==> src/rtl/wb_port_arbiter_if.sv <==
// wb_port_arbiter_if: bundle of the writeback, mul/div and regfile-port
// signals around the write-port arbiter.
//   slave  : arbiter side (consumes pipe_*/md_*, produces stall/ready/rf_*)
//   master : pipeline / mul-div / regfile side
interface wb_port_arbiter_if #(
    parameter int DEPTH  = 2,
    parameter int DATA_W = 64,
    parameter int ADDR_W = 5
);
    localparam int CNT_W = $clog2(DEPTH + 1);

    logic              pipe_regwrite;
    logic [ADDR_W-1:0] pipe_wa;
    logic [DATA_W-1:0] pipe_wd;
    logic              pipe_stall;
    logic              md_valid;
    logic              md_ready;
    logic [ADDR_W-1:0] md_wa;
    logic [DATA_W-1:0] md_wd;
    logic              rf_we;
    logic [ADDR_W-1:0] rf_wa;
    logic [DATA_W-1:0] rf_wd;
    logic [CNT_W-1:0]  pend_count;

    modport slave (
        input  pipe_regwrite, pipe_wa, pipe_wd, md_valid, md_wa, md_wd,
        output pipe_stall, md_ready, rf_we, rf_wa, rf_wd, pend_count
    );

    modport master (
        output pipe_regwrite, pipe_wa, pipe_wd, md_valid, md_wa, md_wd,
        input  pipe_stall, md_ready, rf_we, rf_wa, rf_wd, pend_count
    );
endinterface

==> src/rtl/wb_port_arbiter.sv <==
// wb_port_arbiter: shares the single regfile write port between the in-order
// writeback stage and the mul/div unit.
//   - Pipeline writes normally own the port; mul/div results are queued in a
//     DEPTH-entry FIFO and drain on cycles the pipe does not write.
//   - A starve counter stalls writeback once the FIFO head has been refused
//     STARVE_LIMIT times; a pending result to the same register as the pipe
//     write also stalls the pipe so the older value lands first.
// Ports:
//   clk, reset : clock, asynchronous active-high reset
//   bus        : wb_port_arbiter_if.slave (pipe_*, md_*, rf_*, pend_count)
// Optional: `define WB_ARB_BYPASS_EN lets a result write the port directly
// in its acceptance cycle when the FIFO is empty and the pipe is idle.
module wb_port_arbiter #(
    parameter int DEPTH        = 2,
    parameter int STARVE_LIMIT = 4,
    parameter int DATA_W       = 64,
    parameter int ADDR_W       = 5
) (
    input logic                clk,
    input logic                reset,
    wb_port_arbiter_if.slave   bus
);
    localparam int PTR_W = $clog2(DEPTH);
    localparam int CNT_W = $clog2(DEPTH + 1);
    localparam int STV_W = $clog2(STARVE_LIMIT + 1);

    logic [DEPTH-1:0][ADDR_W-1:0] q_wa;
    logic [DEPTH-1:0][DATA_W-1:0] q_wd;
    logic [PTR_W-1:0]             rd_ptr, wr_ptr;
    logic [CNT_W-1:0]             count;
    logic [STV_W-1:0]             starve;

    logic             pw, head, waw, starved, grant_head, byp, accept, enq, deq;
    logic [PTR_W-1:0] off;

    assign pw      = bus.pipe_regwrite && (bus.pipe_wa != '0);
    assign head    = (count != '0);
    assign starved = (starve == STV_W'(STARVE_LIMIT));

    // Ready is based on occupancy only, never on a same-cycle dequeue.
    assign bus.md_ready = (count < CNT_W'(DEPTH)) && !reset;
    assign accept       = bus.md_valid && bus.md_ready;

    // Same-address check against every live entry; slot i is live when its
    // distance from rd_ptr is below the occupancy.
    always_comb begin
        waw = 1'b0;
        off = '0;
        for (int i = 0; i < DEPTH; i++) begin
            off = PTR_W'(i) - rd_ptr;
            if ((CNT_W'(off) < count) && (q_wa[i] == bus.pipe_wa))
                waw = 1'b1;
        end
    end

`ifdef WB_ARB_BYPASS_EN
    assign byp = !head && !pw && bus.md_valid && (bus.md_wa != '0) && !reset;
`else
    assign byp = 1'b0;
`endif

    assign grant_head = head && (!pw || waw || starved);
    assign deq        = grant_head;
    // Results to x0 are acknowledged but never stored.
    assign enq        = accept && (bus.md_wa != '0) && !byp;

    always_comb begin
        bus.rf_we      = pw;
        bus.rf_wa      = bus.pipe_wa;
        bus.rf_wd      = bus.pipe_wd;
        bus.pipe_stall = 1'b0;
        if (grant_head) begin
            bus.rf_we      = 1'b1;
            bus.rf_wa      = q_wa[rd_ptr];
            bus.rf_wd      = q_wd[rd_ptr];
            bus.pipe_stall = pw;
        end else if (byp) begin
            bus.rf_we = 1'b1;
            bus.rf_wa = bus.md_wa;
            bus.rf_wd = bus.md_wd;
        end
    end

    assign bus.pend_count = count;

    always_ff @(posedge clk or posedge reset) begin
        if (reset) begin
            rd_ptr <= '0;
            wr_ptr <= '0;
            count  <= '0;
            starve <= '0;
        end else begin
            if (enq) wr_ptr <= wr_ptr + 1'b1;
            if (deq) rd_ptr <= rd_ptr + 1'b1;
            count <= count + CNT_W'(enq) - CNT_W'(deq);
            // A refused head ages the counter; any drain or an empty queue
            // restarts it.
            if (deq || !head)
                starve <= '0;
            else if (!starved)
                starve <= starve + 1'b1;
        end
    end

    // Payload storage needs no reset: occupancy gates every read.
    always_ff @(posedge clk) begin
        if (enq) begin
            q_wa[wr_ptr] <= bus.md_wa;
            q_wd[wr_ptr] <= bus.md_wd;
        end
    end
endmodule
==> src/flat_wrapper.sv <==
// flat-port wrapper written by rule: the top's interface ports become plain ports
module wb_port_arbiter_flat 
#(
    parameter int DEPTH        = 2,
    parameter int STARVE_LIMIT = 4,
    parameter int DATA_W       = 64,
    parameter int ADDR_W       = 5
)
  (clk, reset, bus_pipe_regwrite, bus_pipe_wa, bus_pipe_wd, bus_md_valid, bus_md_wa, bus_md_wd, bus_pipe_stall, bus_md_ready, bus_rf_we, bus_rf_wa, bus_rf_wd, bus_pend_count);
  wb_port_arbiter_if #(.DEPTH(DEPTH), .DATA_W(DATA_W), .ADDR_W(ADDR_W)) bus_i ();
  input logic clk;
  input logic reset;
  input wire logic [$bits(bus_i.pipe_regwrite)-1:0] bus_pipe_regwrite;
  input wire logic [$bits(bus_i.pipe_wa)-1:0] bus_pipe_wa;
  input wire logic [$bits(bus_i.pipe_wd)-1:0] bus_pipe_wd;
  input wire logic [$bits(bus_i.md_valid)-1:0] bus_md_valid;
  input wire logic [$bits(bus_i.md_wa)-1:0] bus_md_wa;
  input wire logic [$bits(bus_i.md_wd)-1:0] bus_md_wd;
  output wire logic [$bits(bus_i.pipe_stall)-1:0] bus_pipe_stall;
  output wire logic [$bits(bus_i.md_ready)-1:0] bus_md_ready;
  output wire logic [$bits(bus_i.rf_we)-1:0] bus_rf_we;
  output wire logic [$bits(bus_i.rf_wa)-1:0] bus_rf_wa;
  output wire logic [$bits(bus_i.rf_wd)-1:0] bus_rf_wd;
  output wire logic [$bits(bus_i.pend_count)-1:0] bus_pend_count;
  assign bus_i.pipe_regwrite = bus_pipe_regwrite;
  assign bus_i.pipe_wa = bus_pipe_wa;
  assign bus_i.pipe_wd = bus_pipe_wd;
  assign bus_i.md_valid = bus_md_valid;
  assign bus_i.md_wa = bus_md_wa;
  assign bus_i.md_wd = bus_md_wd;
  assign bus_pipe_stall = bus_i.pipe_stall;
  assign bus_md_ready = bus_i.md_ready;
  assign bus_rf_we = bus_i.rf_we;
  assign bus_rf_wa = bus_i.rf_wa;
  assign bus_rf_wd = bus_i.rf_wd;
  assign bus_pend_count = bus_i.pend_count;
  wb_port_arbiter #(.DEPTH(DEPTH), .STARVE_LIMIT(STARVE_LIMIT), .DATA_W(DATA_W), .ADDR_W(ADDR_W)) u_core (.clk(clk), .reset(reset), .bus(bus_i));
endmodule
==> config.mk <==
export PLATFORM = sky130hd
export DESIGN_NAME = wb_port_arbiter_flat
export DESIGN_NICKNAME = d
export VERILOG_FILES = /design/src/rtl/wb_port_arbiter_if.sv /design/src/rtl/wb_port_arbiter.sv /design/src/flat_wrapper.sv
export SDC_FILE = /design/constraint.sdc
export NUM_CORES = 1
export LEC_CHECK = 0
export CAP_MARGIN = 20
export CORE_UTILIZATION = 46
export DETAILED_ROUTE_END_ITERATION = 10
export GPL_ROUTABILITY_DRIVEN = 0
export GPL_TIMING_DRIVEN = 0
export PLACE_DENSITY = 0.91
export SKIP_LAST_GASP = 1
export SYNTH_ARGS = -nofsm -noshare
export SYNTH_HDL_FRONTEND = slang
export SYNTH_SLANG_ARGS = --single-unit
export TNS_END_PERCENT = 100
==> constraint.sdc <==
create_clock -name clk -period 8.65 [get_ports clk]
set_input_delay 1.2975 -clock clk [delete_from_list [all_inputs] [get_ports clk]]
set_output_delay 1.2975 -clock clk [all_outputs]
set_load 0.05 [all_outputs]
# Word-level counts from Yosys, hierarchy flattened
# Index checks and enable logic that the tools add are counted.
[totals]
regBits = 145
inputBits = 142
output_inout_bits = 74
word_cells = 60
[op_classes]
add_sub_neg = 7
order_cmp = 6
n_eq_ne = 4
n_mux = 18
reduce_logical = 17
[op_table]
columns = ["cell", "count"]
rows = [
  ["2-to-1 mux 64 bit", 4],
  ["bitwise mux 128 bit", 1],
  ["demux 64 bit (select 1 bit)", 1],
  ["2-to-1 mux 5 bit", 4],
  ["bitwise mux 10 bit", 1],
  ["== test 5 bit", 2],
  ["nonzero test 5 bit", 2],
  ["logical AND 1 bit", 8],
  ["2-to-1 mux 3 bit", 2],
  ["demux 5 bit (select 1 bit)", 1],
  ["less-than comparator 1 x 2 -> 1 bit", 2],
  ["less-than comparator 1 x 2 -> 1 bit (second input constant)", 2],
  ["2-to-1 mux 1 bit", 4],
  ["adder 3 x 1 -> 3 bit (second input constant)", 1],
  ["== test 3 bit (second input constant)", 1],
  ["logical NOT 1 bit", 3],
  ["logical OR 1 bit", 3],
  ["adder 1 bit (second input constant)", 2],
  ["adder 2 x 1 -> 2 bit", 1],
  ["less-than comparator 2 bit (second input constant)", 1],
  ["inequality test 2 bit (second input constant)", 1],
  ["nonzero test 2 bit", 1],
  ["subtractor 1 bit (first input constant)", 2],
  ["subtractor 2 x 1 -> 2 bit", 1],
  [">= comparator 1 bit (second input constant)", 1],
]

# Longest topological paths before layout
[logic_depth]
depth_word = 10
ltp_mapped = 11
depth_no_buf = 10

# Least setup slack after synthesis
# OpenSTA, ideal clock, no wires.
[synth_path]
kind = "input-to-reg"
from = "in reset"
to = "reg u_core.q_wa[0] in the netlist's numbering, enable pin"
setup_ns = 0.497
arrival_ns = 5.228
required_ns = 8.153
setup_slack_ns = 2.925
path_stages = 3
path_buffers = 0
cell_sequence = "nor2_1 -> o211ai_1 -> nor2_1"
[synth_via]
elab_chain_cells = 4
[synth_rtl]
columns = ["item", "line_no", "rtl"]
rows = [
  ["start: declaration", "flat_wrapper.sv:12", "input logic reset;"],
  ["logical NOT 1 bit", "wb_port_arbiter.sv:41", "assign bus.md_ready = (count < CNT_W'(DEPTH)) && !reset;"],
  ["logical AND 1 bit", "wb_port_arbiter.sv:41", ""],
  ["logical AND 1 bit", "wb_port_arbiter.sv:42", "assign accept = bus.md_valid && bus.md_ready;"],
  ["logical AND 1 bit", "wb_port_arbiter.sv:65", "assign enq = accept && (bus.md_wa != '0) && !byp;"],
  ["end signal: indexed assignment", "wb_port_arbiter.sv:108", "q_wa[wr_ptr] <= bus.md_wa;"],
  ["end: declaration", "wb_port_arbiter.sv:27", "logic [DEPTH-1:0][ADDR_W-1:0] q_wa;"],
]
# Every way passes these cells.
# A chain may end at the register's enable or synchronous reset.

# Final worst setup path
[layout_path]
from = "in bus_pipe_wa[3]"
to = "out bus_rf_wd[24]"
[layout_via]
elab_chain_cells = 8
elab_cells_between_ends = 13
classes_between = "eq/ne: 2; mux: 3; reduce/logical: 8"
[layout_rtl]
columns = ["item", "line_no", "rtl"]
rows = [
  ["start: declaration", "flat_wrapper.sv:14", "input wire logic [$bits(bus_i.pipe_wa)-1:0] bus_pipe_wa;"],
  ["== test 5 bit", "wb_port_arbiter.sv:51", "if ((CNT_W'(off) < count) && (q_wa[i] == bus.pipe_wa))"],
  ["logical AND 1 bit", "wb_port_arbiter.sv:51", ""],
  ["2-to-1 mux 1 bit (2 in series)", "wb_port_arbiter.sv:51", ""],
  ["logical OR 1 bit (*) (2 in series)", "wb_port_arbiter.sv:62", "assign grant_head = head && (!pw || waw || starved);"],
  ["logical AND 1 bit (*)", "wb_port_arbiter.sv:62", ""],
  ["2-to-1 mux 64 bit (*)", "wb_port_arbiter.sv:72", "if (grant_head) begin"],
  ["end: declaration", "flat_wrapper.sv:23", "output wire logic [$bits(bus_i.rf_wd)-1:0] bus_rf_wd;"],
]
# Mark *: on every way between the ends. The rest lies on a longest branch, timed or not.

==> Flow_metrics.wiki <==
{| class="wikitable"
! Metric !! Value
|-
| Clock network power share || 26.7%
|-
| CTS tree || yes
|-
| Placed insts || 745
|-
| Share of layout cells above drive strength 1 || 30.4%
|-
| Vias in the first global route || 4342
|-
| Area overhead of the layout relative to synthesis || 48.5%
|-
| Worst min-delay path class || reg2reg
|-
| Category of the worst setup path capture point || output port
|-
| Max transition margin || 50.2%
|-
| Max Root-Sink Buffers || 2
|-
| Detailed-route via count || 3942
|-
| Seq/Total Area, Yosys || 67.8%
|-
| Clock root buffer || sky130_fd_sc_hd__clkbuf_16
|-
| Worst vdd rail ir drop || 0.000215 V
|-
| Maximum clock skew at final layout || 0.00494 ns
|-
| Largest fanout of any net on the critical path || 10
|-
| First-pass DRT Iterations || 4
|-
| Via density per instance || 5.07
|-
| Number of DRC markers after the initial detailed-route iteration || 220
|-
| Combinational fraction of design power || 43.4%
|-
| Count of input and output buffers || 215
|-
| Fin crit period || 5.70 ns
|-
| Die ar. || 14300 um^2
|-
| RSZ-0062 raised after global routing || false
|-
| Post-synthesis instance area || 6370 um^2
|-
| Cells after Synth || 351
|-
| Clock Latency Late Sink || 0.41 ns
|-
| Switching Share || 34.8%
|-
| Required @ worst endpoint || 7.35 ns
|-
| Vert. Die Dim || 120 um
|-
| Final number of hold-violating endpoints || 0
|-
| Max Clock Freq || 175 MHz
|-
| Number of synthesis warnings || 0
|-
| Power per cell area || 317 nW/um^2
|-
| Setup_tns || 0 ns
|-
| Routed wirelength normalized by instance count || 18.0 um
|-
| CP arrival || 4.40 ns
|-
| Max-capacitance violation count || 0
|-
| Final Non-Filler Cells || 777
|-
| Number of buffers inserted by hold repair at cts || 0
|-
| TritonCTS Buffers || 17
|-
| Half-perimeter wire length after detailed placement || 10.0 mm
|-
| Most used cells in the layout excluding fill and tap cells || sky130_fd_sc_hd__clkdlybuf4s50_1, sky130_fd_sc_hd__mux2_2, sky130_fd_sc_hd__edfxtp_1
|-
| Count of instances resized after the clock tree is built || 0
|-
| Clock slew at the register clock pins of the worst setup and hold paths || 0.06 ns
|-
| # rows || 42
|-
| # IOs || 216
|-
| Final count of negative-setup-slack endpoints || 0
|-
| Start-to-end type of the worst setup path || in2out
|-
| Reg power frac || 29.9%
|-
| Cell-internal power || 1.95 mW
|-
| Worst flop-to-flop path endpoint || u_core.bus.pend_count[1]
|-
| Post-route fraction of the period consumed by the critical path || 65.9%
|-
| Final standard cell utilization of the core || 70.9%
|-
| Net count of the finished layout || 733
|-
| CORE AREA || 13300 um^2
|-
| Number of filler instances in the final layout || 906
|-
| Total nets after synthesis || 496
|-
| Number of H-tree levels || 4
|-
| Worst setup slack for register-to-register paths || 5.95 ns
|-
| Pin count of the biggest net entering global routing || 36
|-
| Post-route cell area || 9460 um^2
|-
| Kind of launch point of the worst setup path || input pin
|-
| Hold wc startpoint || u_core.starve[0]
|-
| Antenna diode count || 0
|-
| Final WL || 14.0 mm
|-
| Mean area per synthesized cell || 18.1 um^2
|-
| Global-route usage over all layers || 20.3%
|-
| Switching Power || 1.04 mW
|-
| Post-detailed-route DRC marker count || 0
|-
| Timing startpoint of the critical path || bus_pipe_wa[3]
|-
| Cells on worst reg2reg path || 11
|-
| Antenna violations before repair || 0
|-
| Residual antenna-violating net count after detailed routing || 0
|-
| Post-CTS Setup Inserts || 0
|-
| Die width || 120 um
|-
| Sink Count || 145
|-
| Most common library cell in the layout ignoring fill and taps || sky130_fd_sc_hd__clkdlybuf4s50_1
|-
| Synth unique cells || 29
|-
| Launching point of the worst reg2reg path || u_core.rd_ptr
|-
| Register bit count reported by yosys || 145
|-
| Leak Pwr || 3.26 nW
|-
| Initial core utilization || 47.7%
|-
| Global-route congestion overflow total || 0
|-
| Number of stages on the worst hold path || 1
|-
| Hold-critical path endpoint || u_core.starve[0]
|-
| Worst Max-Slew Pin Slew || 0.747 ns
|-
| Number of pins exceeding their max-slew limit in the final report || 0
|-
| First-pass GRT wire length || 21.7 mm
|-
| Area after DPL || 8810 um^2
|-
| Outcome || completed
|}
-- cells in the mapped netlist --
library cell | count | area [um^2]
sky130_fd_sc_hd__mux2_2 | 140 | 1580
sky130_fd_sc_hd__edfxtp_1 | 138 | 4140
sky130_fd_sc_hd__buf_6 | 7 | 78.8
sky130_fd_sc_hd__clkbuf_1 | 7 | 26.3
sky130_fd_sc_hd__dfrtp_1 | 7 | 175
sky130_fd_sc_hd__xnor2_1 | 7 | 61.3
sky130_fd_sc_hd__xor2_1 | 6 | 52.6
sky130_fd_sc_hd__inv_1 | 5 | 18.8
sky130_fd_sc_hd__nand2_1 | 4 | 15.0
sky130_fd_sc_hd__nor2_1 | 4 | 15.0
sky130_fd_sc_hd__ha_1 | 3 | 37.5
sky130_fd_sc_hd__nor2b_1 | 3 | 18.8
sky130_fd_sc_hd__nand2b_1 | 2 | 12.5
sky130_fd_sc_hd__nor3_1 | 2 | 10.0
sky130_fd_sc_hd__or4_1 | 2 | 15.0
sky130_fd_sc_hd__a21oi_1 | 1 | 5.00
sky130_fd_sc_hd__a221oi_2 | 1 | 15.0
sky130_fd_sc_hd__and2_1 | 1 | 6.26
sky130_fd_sc_hd__buf_2 | 1 | 5.00
sky130_fd_sc_hd__nand3_1 | 1 | 5.00
sky130_fd_sc_hd__nor3b_1 | 1 | 7.51
sky130_fd_sc_hd__nor4_1 | 1 | 6.26
sky130_fd_sc_hd__o2111ai_1 | 1 | 8.76
sky130_fd_sc_hd__o211ai_1 | 1 | 7.51
sky130_fd_sc_hd__o21ai_0 | 1 | 5.00
sky130_fd_sc_hd__o21ai_2 | 1 | 8.76
sky130_fd_sc_hd__o21ai_4 | 1 | 16.3
sky130_fd_sc_hd__o311ai_0 | 1 | 8.76
sky130_fd_sc_hd__or3_1 | 1 | 6.26
-- how the worst max path moves through the flow --
stage                           end  slack, ns  cells past startpoint
finish                bus_rf_wd[24]       2.95                      8
global route          bus_rf_wd[31]       2.83                      8
CTS                   bus_rf_wd[24]       2.93                      8
detailed placement    bus_rf_wd[25]       2.95                      8
global placement    u_core.q_wd[15]       1.55                      4
floorplan            u_core.q_wa[0]       2.92                      3
-- power by group through the flow --
stage               registers, mW  clock network [mW]  logic [mW]
floorplan                   0.922                   0       0.884
global placement            0.916                   0        1.28
detailed placement          0.911                   0        1.31
CTS                         0.897               0.813        1.32
global route                0.904               0.837        1.36
finish                      0.897               0.799        1.30
-- sequential cells by signal (all words and copies together), names as in the netlist --
register               count
u_core.bus.pend_count      2
u_core.q_wa               10
u_core.q_wd              128
u_core.rd_ptr              1
u_core.starve              3
u_core.wr_ptr              1
-- cells by family after synthesis --
| kind of cell | Yosys count | share of synthesized area, % |
|---|---|---|
| AO/OA/AOI/OAI | 8 | 1.18 |
| XOR/XNOR | 13 | 1.79 |
| adder cells (fa/ha/maj) | 3 | 0.589 |
| buffers and inverters | 20 | 2.02 |
| flip-flops | 145 | 67.8 |
| multiplexers | 140 | 24.8 |
| AND/OR/NAND/NOR | 22 | 1.85 |
-- metal layers --
metal  vias to the layer above  global-route usage, %  wire (um)
li1                       1842                      -          -
met1                      1918                   23.1       5570
met2                       162                   36.2       7380
met3                        20                   5.28        797
met4                         0                   8.20        268
met5                         -                      0          0
-- through the flow --
step	hold slack, ns	total power, mW	setup WS (ns)
6_report	0.479	3.00	2.95
3_5_place_dp	0.479	2.22	2.95
3_3_place_gp	0.458	2.19	1.55
4_1_cts	0.481	3.03	2.93
5_1_grt	0.499	3.10	2.83
2_1_floorplan	0.442	1.81	2.92
-- area by class of cell --
type / instances / area [um^2] / share of cell area, %
plain buffers: 15 / 110 / 1.16
clock buffers: 19 / 433 / 4.58
clock inverters: 13 / 215 / 2.28
inverters: 5 / 18.8 / 0.198
multi-input cells: 186 / 1930 / 20.4
flip-flops and latches: 145 / 4320 / 45.7
well taps: 176 / 220 / 2.33
repair buffers: 218 / 2210 / 23.4
-- worst max-delay path: stages --
cell and delay (ns):
sky130_fd_sc_hd__clkdlybuf4s50_1 0.49, sky130_fd_sc_hd__or4_1 0.56, sky130_fd_sc_hd__o21ai_2 0.20, sky130_fd_sc_hd__a221oi_2 0.10, sky130_fd_sc_hd__o21ai_4 0.41, sky130_fd_sc_hd__buf_6 0.26
sky130_fd_sc_hd__mux2_2 0.37, sky130_fd_sc_hd__clkdlybuf4s50_1 0.70
(Power assumes the default switching activity.)
